--- src/rtl/uart_tx_arbiter.sv ---
// Round-robin, message-granular arbiter in front of a uart_send that has no ready output.
// Bytes are paced by counting the UART frame time; an idle owner is revoked after HOLD_MAX cycles.
module uart_tx_arbiter #(
    parameter int unsigned N           = 4,
    parameter int unsigned CHAR_CYCLES = 104160,
    parameter int unsigned GAP_CYCLES  = 0,
    parameter int unsigned HOLD_MAX    = 1000000
) (
    input  logic           clk,
    input  logic           rst,
    input  logic [N-1:0]   req,
    input  logic [8*N-1:0] data,
    input  logic [N-1:0]   last,
    output logic [N-1:0]   ack,
    output logic [N-1:0]   grant,
    output logic [N-1:0]   drop,
    output logic           busy,
    output logic [7:0]     uart_data,
    output logic           uart_valid
);

    localparam int unsigned MaxA   = (CHAR_CYCLES > GAP_CYCLES) ? CHAR_CYCLES : GAP_CYCLES;
    localparam int unsigned MaxCyc = (MaxA > HOLD_MAX) ? MaxA : HOLD_MAX;
    localparam int unsigned CntW   = $clog2(MaxCyc) + 1;
    localparam int unsigned IdxW   = $clog2(N);

    localparam logic [CntW-1:0] CharLast = CntW'(CHAR_CYCLES - 1);
    localparam logic [CntW-1:0] HoldLast = CntW'(HOLD_MAX - 1);
    localparam logic [CntW-1:0] GapLast  = (GAP_CYCLES > 0) ? CntW'(GAP_CYCLES - 1) : '0;

    typedef enum logic [2:0] {StIdle, StSend, StWait, StHold, StGap} state_e;

    state_e          state_q, state_d;
    logic [CntW-1:0] cnt_q, cnt_d;
    logic [IdxW-1:0] owner_q, owner_d;
    logic [IdxW-1:0] prev_owner_q, prev_owner_d;
    logic            last_q, last_d;
    logic [N-1:0]    grant_q, grant_d;
    logic [N-1:0]    ack_q, ack_d;
    logic [N-1:0]    drop_q, drop_d;
    logic            busy_q, busy_d;
    logic [7:0]      uart_data_q, uart_data_d;
    logic            uart_valid_q, uart_valid_d;

    logic            found;
    logic [IdxW-1:0] sel;
    logic [IdxW-1:0] idx;
    logic [7:0]      owner_byte;

    // Search starts just past the previous owner so every other requester is served first.
    always_comb begin
        found = 1'b0;
        sel   = '0;
        idx   = '0;
        for (int unsigned k = 1; k <= N; k++) begin
            idx = IdxW'((32'(prev_owner_q) + k) % N);
            if (!found && req[idx]) begin
                found = 1'b1;
                sel   = idx;
            end
        end
    end

    always_comb begin
        owner_byte = '0;
        for (int unsigned i = 0; i < N; i++) begin
            if (owner_q == IdxW'(i)) begin
                owner_byte = data[8*i +: 8];
            end
        end
    end

    always_comb begin
        state_d      = state_q;
        cnt_d        = cnt_q;
        owner_d      = owner_q;
        prev_owner_d = prev_owner_q;
        last_d       = last_q;
        grant_d      = grant_q;
        ack_d        = '0;
        drop_d       = '0;
        uart_data_d  = uart_data_q;
        uart_valid_d = 1'b0;

        unique case (state_q)
            StIdle: begin
                if (found) begin
                    grant_d      = '0;
                    grant_d[sel] = 1'b1;
                    owner_d      = sel;
                    prev_owner_d = sel;
                    state_d      = StSend;
                end
            end
            StSend: begin
                uart_data_d    = owner_byte;
                uart_valid_d   = 1'b1;
                ack_d[owner_q] = 1'b1;
                last_d         = last[owner_q];
                cnt_d          = '0;
                state_d        = StWait;
            end
            StWait: begin
                if (cnt_q == CharLast) begin
                    cnt_d = '0;
                    if (last_q) begin
                        grant_d = '0;
                        state_d = (GAP_CYCLES > 0) ? StGap : StIdle;
                    end else if (req[owner_q]) begin
                        state_d = StSend;
                    end else begin
                        state_d = StHold;
                    end
                end else begin
                    cnt_d = cnt_q + 1'b1;
                end
            end
            StHold: begin
                if (req[owner_q]) begin
                    state_d = StSend;
                end else if (cnt_q == HoldLast) begin
                    drop_d[owner_q] = 1'b1;
                    grant_d         = '0;
                    cnt_d           = '0;
                    state_d         = StIdle;
                end else begin
                    cnt_d = cnt_q + 1'b1;
                end
            end
            StGap: begin
                if (cnt_q == GapLast) begin
                    cnt_d   = '0;
                    state_d = StIdle;
                end else begin
                    cnt_d = cnt_q + 1'b1;
                end
            end
            default: begin
                state_d = StIdle;
                grant_d = '0;
                cnt_d   = '0;
            end
        endcase

        busy_d = (state_d != StIdle);
    end

    always_ff @(posedge clk) begin
        if (rst) begin
            state_q      <= StIdle;
            cnt_q        <= '0;
            owner_q      <= '0;
            prev_owner_q <= IdxW'(N - 1);
            last_q       <= 1'b0;
            grant_q      <= '0;
            ack_q        <= '0;
            drop_q       <= '0;
            busy_q       <= 1'b0;
            uart_data_q  <= '0;
            uart_valid_q <= 1'b0;
        end else begin
            state_q      <= state_d;
            cnt_q        <= cnt_d;
            owner_q      <= owner_d;
            prev_owner_q <= prev_owner_d;
            last_q       <= last_d;
            grant_q      <= grant_d;
            ack_q        <= ack_d;
            drop_q       <= drop_d;
            busy_q       <= busy_d;
            uart_data_q  <= uart_data_d;
            uart_valid_q <= uart_valid_d;
        end
    end

    assign ack        = ack_q;
    assign grant      = grant_q;
    assign drop       = drop_q;
    assign busy       = busy_q;
    assign uart_data  = uart_data_q;
    assign uart_valid = uart_valid_q;

endmodule

--- config.mk ---
export PLATFORM = sky130hd
export DESIGN_NAME = uart_tx_arbiter
export DESIGN_NICKNAME = d
export VERILOG_FILES = /design/src/rtl/uart_tx_arbiter.sv
export SDC_FILE = /design/constraint.sdc
export NUM_CORES = 1
export LEC_CHECK = 0
export ABC_AREA = 1
export CORE_MARGIN = 2
export CORE_UTILIZATION = 56
export CTS_CLUSTER_DIAMETER = 40
export CTS_CLUSTER_SIZE = 25
export DETAILED_ROUTE_END_ITERATION = 16
export PLACE_DENSITY = 0.86
export RECOVER_POWER = 50
export SYNTH_ARGS = -nofsm -noshare
export SYNTH_HDL_FRONTEND = slang
export SYNTH_SLANG_ARGS = --single-unit
--- constraint.sdc ---
create_clock -name clk -period 4 [get_ports clk]
set_input_delay 0.4 -clock clk [delete_from_list [all_inputs] [get_ports clk]]
set_output_delay 0.4 -clock clk [all_outputs]
set_load 0.02 [all_outputs]
==> results.sh, run 1 <==
export IMPL_finalHoldViolCount=0
export IMPL_die_w_um=78.7
export IMPL_fin_crit_sh_pct=59.2
export IMPL_tns_ps=0
export IMPL_antenna_found_initial=0
export IMPL_rows=27
export IMPL_critPathBufInv=2
export IMPL_syn2layout_area_growth_pct=23.5
export IMPL_clk_path_buf_depth=2
export IMPL_clock_skew_ps=5.57
export IMPL_reg2reg_to="cnt_q[19]$_SDFFE_PP0P_"
export IMPL_ant_nets=0
export IMPL_htreeDepth=2
export IMPL_path_depth=10
export IMPL_hpwl_um=6830
export IMPL_synth_xor_area_share_pct=1.12
export IMPL_synth_compound_area_share_pct=12.4
export IMPL_routed_wirelength_um=8590
export IMPL_vias=3511
export IMPL_cp_start_kind="register"
export IMPL_ys_ff_latch=51
export IMPL_seq_area_um2=1020
export IMPL_synth_cells=500
export IMPL_utilization_pct=70.9
export IMPL_required_ps=4240
export IMPL_post_route_worst_setup_slack_ps=1630
export IMPL_cts_root_buf="clkbuf_8"
export IMPL_reg2reg_from="owner_q[0]$_SDFFE_PP0P_"
export IMPL_initial_core_util_pct=57.5
export IMPL_p_leak_nw=1.70
export IMPL_portBuffers=63
export IMPL_worstHoldPathType="reg -> reg"
export IMPL_ctsHoldBuffers=0
export IMPL_fillers=487
export IMPL_synth_simple_area_share_pct=42.6
export IMPL_layout_commonest_cell="nand2_1"
export IMPL_arrival_ps=2610
export IMPL_grt_pass1_vias=3409
export IMPL_post_drt_wl_per_cell_um=13.6
export IMPL_cts_setup_buffers=0
export IMPL_reg2reg_depth=10
export IMPL_multi_input_area_um2=1780
export IMPL_yosysSeqAreaShare_pct=32.7
export IMPL_peakVddDrop_v=0.000422
export IMPL_drc_errors=0
export IMPL_critical_path_max_stage_delay_ps=710
export IMPL_core_area_um2=5440
export IMPL_cpMostUsedCell="nand2_1"
export IMPL_grt_max_degree=21
export IMPL_yosysUniqueCellTypes=35
export IMPL_fp_dieH_um=78.7
export IMPL_path_max_fanout=19
export IMPL_grt_pass1_wl_um=14600
export IMPL_cts_tree="built"
export IMPL_layout_drive_gt1_share_pct=5.91
export IMPL_dr_pass1_iters=5
export IMPL_cts_made_buffers=5
export IMPL_worst_pin_slew_ps=662
export IMPL_syn_nets=544
export IMPL_rrSetupSlack_ps=1630
export IMPL_grt_ovfl_total=0
export IMPL_synth_top_family_by_area="simple AND/OR/NAND/NOR gates"
export IMPL_setup_violations=0
export IMPL_path_class="reg -> reg"
export IMPL_avgSynthCellArea_um2=6.25
export IMPL_end_kind="register"
export IMPL_rsz0062_at_grt="false"
export IMPL_startpoint="owner_q[0]$_SDFFE_PP0P_"
export IMPL_cp_top_family="flip-flops"
export IMPL_power_mw=2.05
export IMPL_drv_cap=0
export IMPL_cp_slowest_cell="dfxtp_1"
export IMPL_nets=601
export IMPL_die_area_um2=6190
export IMPL_post_cts_resized=0
export IMPL_p_per_area_nw_per_um2=531
export IMPL_endpoint="cnt_q[19]$_SDFFE_PP0P_"
export IMPL_ios=64
export IMPL_place_congestion=0.974
export IMPL_antenna_cells=0
export IMPL_final_max_slew_viol_count=0
export IMPL_path_cells="inv_2 > nand2_1 > nand2_1 > nand2_1 > nand2_2 > a21oi_4 > inv_2 > nor2_1 > nand3_1 > a21oi_1"
export IMPL_min_period_ps=2370
export IMPL_globalRouteTotalUtil_pct=29.1
export IMPL_clock_insertion_delay_worst_skew_ps=310
export IMPL_max_freq_mhz=422
export IMPL_drt_iter0_drc=198
export IMPL_yosysWarnings=0
export IMPL_via_per_inst=5.57
export IMPL_dpl_worst_slack_ps=1600
export IMPL_synth_adder_area_share_pct=0.801
export IMPL_path_clk_slew_ps=100
export IMPL_synth_area_um2=3130
export IMPL_cts_sinks=51
export IMPL_synth_area_mux_share_pct=0
export IMPL_final_cell_mix="nand2_1 (145), nor2_1 (66), inv_1 (59), dfxtp_1 (51), nand3_1 (47)"
export IMPL_status="complete, no violations"
export IMPL_slew_headroom_pct=55.8
-- worst min path at each step --
stage,from,end,slack [ps],cells after the start
3_5_place_dp,grant[1]$_SDFFE_PP0P_,grant[1]$_SDFFE_PP0P_,460,2
6_report,grant[1]$_SDFFE_PP0P_,grant[1]$_SDFFE_PP0P_,470,2
5_1_grt,grant[3]$_SDFFE_PP0P_,grant[3]$_SDFFE_PP0P_,490,2
2_1_floorplan,owner_q[1]$_SDFFE_PP0P_,owner_q[1]$_SDFFE_PP0P_,470,2
4_1_cts,grant[1]$_SDFFE_PP0P_,grant[1]$_SDFFE_PP0P_,480,2
3_3_place_gp,grant[1]$_SDFFE_PP0P_,grant[1]$_SDFFE_PP0P_,460,2
-- routing by layer --
metal  vias to the layer above  global-route usage (%)  wire, µm
met5                         -                       0         0
met4                         0                    12.6       296
met3                        25                    6.14       582
met2                       137                    52.0      4260
met1                      1616                    33.3      3460
li1                       1733                       -         -
-- cell usage after synthesis --
cell type,instances,area [µm²]
nor4_2,1,12.5
nand3_2,4,40.0
dfxtp_1,51,1020
buf_2,4,20.0
o21ai_2,3,26.3
a21oi_4,1,16.3
clkbuf_1,5,18.8
inv_1,58,218
or2_0,1,6.26
nor3b_2,1,12.5
a221oi_1,3,26.3
o211ai_1,4,30.0
nand3b_1,3,22.5
nand2_2,3,18.8
nor3_2,2,20.0
a22oi_1,1,7.51
o21ai_0,19,95.1
o21ai_1,1,5.00
buf_6,1,11.3
xor2_1,4,35.0
a41oi_1,6,52.6
nand4_1,14,87.6
clkinv_1,2,7.51
nor2_2,6,37.5
nand2_4,1,11.3
nand2_1,145,544
o211a_1,1,10.0
nor2_1,65,244
inv_4,1,6.26
a21oi_1,24,120
ha_1,2,25.0
buf_4,3,22.5
inv_2,5,18.8
nand3_1,47,235
nor3_1,8,40.0
-- worst register-to-register path: cells and delay by family (launching register included) --
family | cells | cell delay, ps
and+or+nand+nor | 6 | 600
AOI/OAI and AO/OA | 2 | 620
DFF | 1 | 710
buffers and inverters | 2 | 370
-- state kept, by name, summed over array words and instances (netlist names) --
register,count
uart_data,8
uart_valid,1
state_q,3
prev_owner_q,2
ack,4
busy,1
cnt_q,21
owner_q,2
last_q,1
grant,4
drop,4
-- area by class of cell --
class                   count  share of cell area [%]
multi-input cells         370                    46.0
clock buffers               5                    1.78
repair buffers             63                    16.3
flip-flops and latches     51                    26.5
well taps                  72                    2.33
inverters                  66                    6.45
clock inverters             3                   0.616
-- where the power goes --
group	leakage, nW	total (mW)	internal [mW]	switching, mW
clock	0.0408	0.307	0.125	0.182
sequential	0.415	0.688	0.604	0.0838
combinational	1.24	1.05	0.348	0.706
-- per-stage QoR --
step / hold slack, ps / std cells / cell area, µm²
2_1_floorplan: 472 / 500 / 3130
3_3_place_gp: 461 / 622 / 3770
3_5_place_dp: 464 / 622 / 3770
4_1_cts: 477 / 630 / 3870
5_1_grt: 493 / 630 / 3860
6_report: 471 / 630 / 3860
-- cells by family (layout without fill, tap and decap cells) --
group                      after synthesis  count (layout)
AOI/OAI and AO/OA                       63              63
DFF                                     51              51
and+or+nand+nor                        301             301
xor gates and xnor gates                 4               4
buffers and inverters                   79             137
adders and majority gates                2               2
Power figures use the tool's default switching activity.
==> inputs of run 2 (changes only) <==
- CORE_UTILIZATION: 56 -> 52
- PLACE_DENSITY: 0.86 -> 0.81
- clock period: 4 -> 2.4 ns (I/O delays scaled with it)
==> results.sh, run 2 (synthesized netlist as in run 1, its figures left out) <==
export IMPL_largest_register="cnt_q"
export IMPL_ios=64
export IMPL_drt_iter0_drc=278
export IMPL_arrival_ps=2300
export IMPL_cts_setup_buffers=0
export IMPL_grt_pass1_vias=3313
export IMPL_globalRouteTotalUtil_pct=27.9
export IMPL_final_cells=639
export IMPL_path_clk_slew_ps=100
export IMPL_place_inst=631
export IMPL_reg2reg_depth=9
export IMPL_min_delay_path_depth=2
export IMPL_cts_made_buffers=5
export IMPL_final_max_slew_viol_count=0
export IMPL_status="complete, no violations"
export IMPL_path_max_fanout=5
export IMPL_p_per_area_nw_per_um2=897
export IMPL_holdWs_ps=475
export IMPL_cts_tree="built"
export IMPL_dr_pass1_iters=5
export IMPL_fillers=546
export IMPL_finalHoldViolCount=0
export IMPL_hpwl_um=6890
export IMPL_htreeDepth=2
export IMPL_slew_headroom_pct=53.2
export IMPL_clk_path_buf_depth=2
export IMPL_clock_insertion_delay_worst_skew_ps=310
export IMPL_layout_commonest_cell="nand2_1"
export IMPL_end_kind="register"
export IMPL_fp_dieH_um=81.5
export IMPL_routed_wirelength_um=8830
export IMPL_rsz0062_at_grt="false"
export IMPL_path_class="reg -> reg"
export IMPL_via_per_inst=5.54
export IMPL_critPathBufInv=1
export IMPL_largest_reg_flops=21
export IMPL_ant_nets=0
export IMPL_post_cts_resized=0
export IMPL_vias=3540
export IMPL_cp_top_family="compound AO/OA/AOI/OAI gates"
export IMPL_place_area_um2=3820
export IMPL_critical_path_max_stage_delay_ps=490
export IMPL_grt_max_degree=19
export IMPL_fin_area_um2=3910
export IMPL_portBuffers=63
export IMPL_antenna_cells=0
export IMPL_utilization_pct=66.7
export IMPL_max_freq_mhz=477
export IMPL_p_leak_nw=1.74
export IMPL_drv_cap=0
export IMPL_cts_root_buf="clkbuf_8"
export IMPL_die_area_um2=6650
export IMPL_clock_skew_ps=6.35
export IMPL_path_cells="inv_1 > ha_1 > nand4_1 > nor2_1 > nand2_1 > o21ai_0 > nand2_1 > o21ai_0 > a21oi_1"
export IMPL_cp_start_kind="register"
export IMPL_grt_ovfl_total=0
export IMPL_fin_crit_sh_pct=87.3
export IMPL_initial_core_util_pct=53.4
export IMPL_highest_layer="met4"
export IMPL_power_mw=3.50
export IMPL_antenna_found_initial=0
export IMPL_dpl_worst_slack_ps=275
export IMPL_nets=607
export IMPL_final_cell_mix="nand2_1 (145), nor2_1 (65), inv_1 (58), dfxtp_1 (51), nand3_1 (48)"
export IMPL_worstHoldPathType="reg -> reg"
export IMPL_dr_wl_met2_um=4200
export IMPL_core_area_um2=5850
export IMPL_cts_sinks=51
export IMPL_post_route_worst_setup_slack_ps=305
export IMPL_syn2layout_area_growth_pct=24.9
export IMPL_place_congestion=0.983
export IMPL_ctsHoldBuffers=0
export IMPL_drc_errors=0
export IMPL_required_ps=2610
export IMPL_peakVddDrop_v=0.000652
export IMPL_path_depth=9
export IMPL_cp_slowest_cell="o21ai_0"
export IMPL_post_drt_wl_per_cell_um=13.8
export IMPL_die_w_um=81.5
export IMPL_setup_violations=0
export IMPL_layout_drive_gt1_share_pct=6.91
export IMPL_grt_pass1_wl_um=14500
export IMPL_rows=28
export IMPL_tns_ps=0
export IMPL_min_period_ps=2090
export IMPL_met3_length_um=641
export IMPL_worst_pin_slew_ps=699
export IMPL_wl_met1_um=3810
run 2: final timing paths:
path / slack (ps) / start / endpoint
max: 310 / cnt_q[0]$_SDFFE_PP0P_ / cnt_q[16]$_SDFFE_PP0P_
min: 470 / grant[1]$_SDFFE_PP0P_ / grant[1]$_SDFFE_PP0P_
max reg2reg: 310 / cnt_q[0]$_SDFFE_PP0P_ / cnt_q[16]$_SDFFE_PP0P_
min reg2reg: 470 / grant[1]$_SDFFE_PP0P_ / grant[1]$_SDFFE_PP0P_
run 2: layer usage:
metal  track usage (%)  up-vias
met5                 0        -
met1              34.4     1626
li1                  -     1744
met2              48.6      149
met4              8.31        0
met3              5.82       21
run 2: area by class of cell:
| cell class | count | area (µm²) | share of cell area [%] |
|---|---|---|---|
| Sequential cell | 51 | 1020 | 26.1 |
| Clock inverter | 3 | 26.3 | 0.673 |
| Multi-Input combinational cell | 370 | 1770 | 45.4 |
| Clock buffer | 5 | 68.8 | 1.76 |
| Inverter | 66 | 250 | 6.41 |
| Tap cell | 75 | 93.8 | 2.40 |
| Timing Repair Buffer | 69 | 672 | 17.2 |
run 2: where the power goes:
group | total, mW | internal, mW | switching [mW]
sequential | 1.13 | 1.01 | 0.124
clock | 0.542 | 0.217 | 0.325
combinational | 1.83 | 0.616 | 1.21
total | 3.50 | 1.84 | 1.66
run 2: worst reg2reg max path: stages (launching register included):
cell and delay, ps:
dfxtp_1 370, inv_1 100, ha_1 180, nand4_1 100, nor2_1 90, nand2_1 90
o21ai_0 500, nand2_1 320, o21ai_0 170, a21oi_1 90
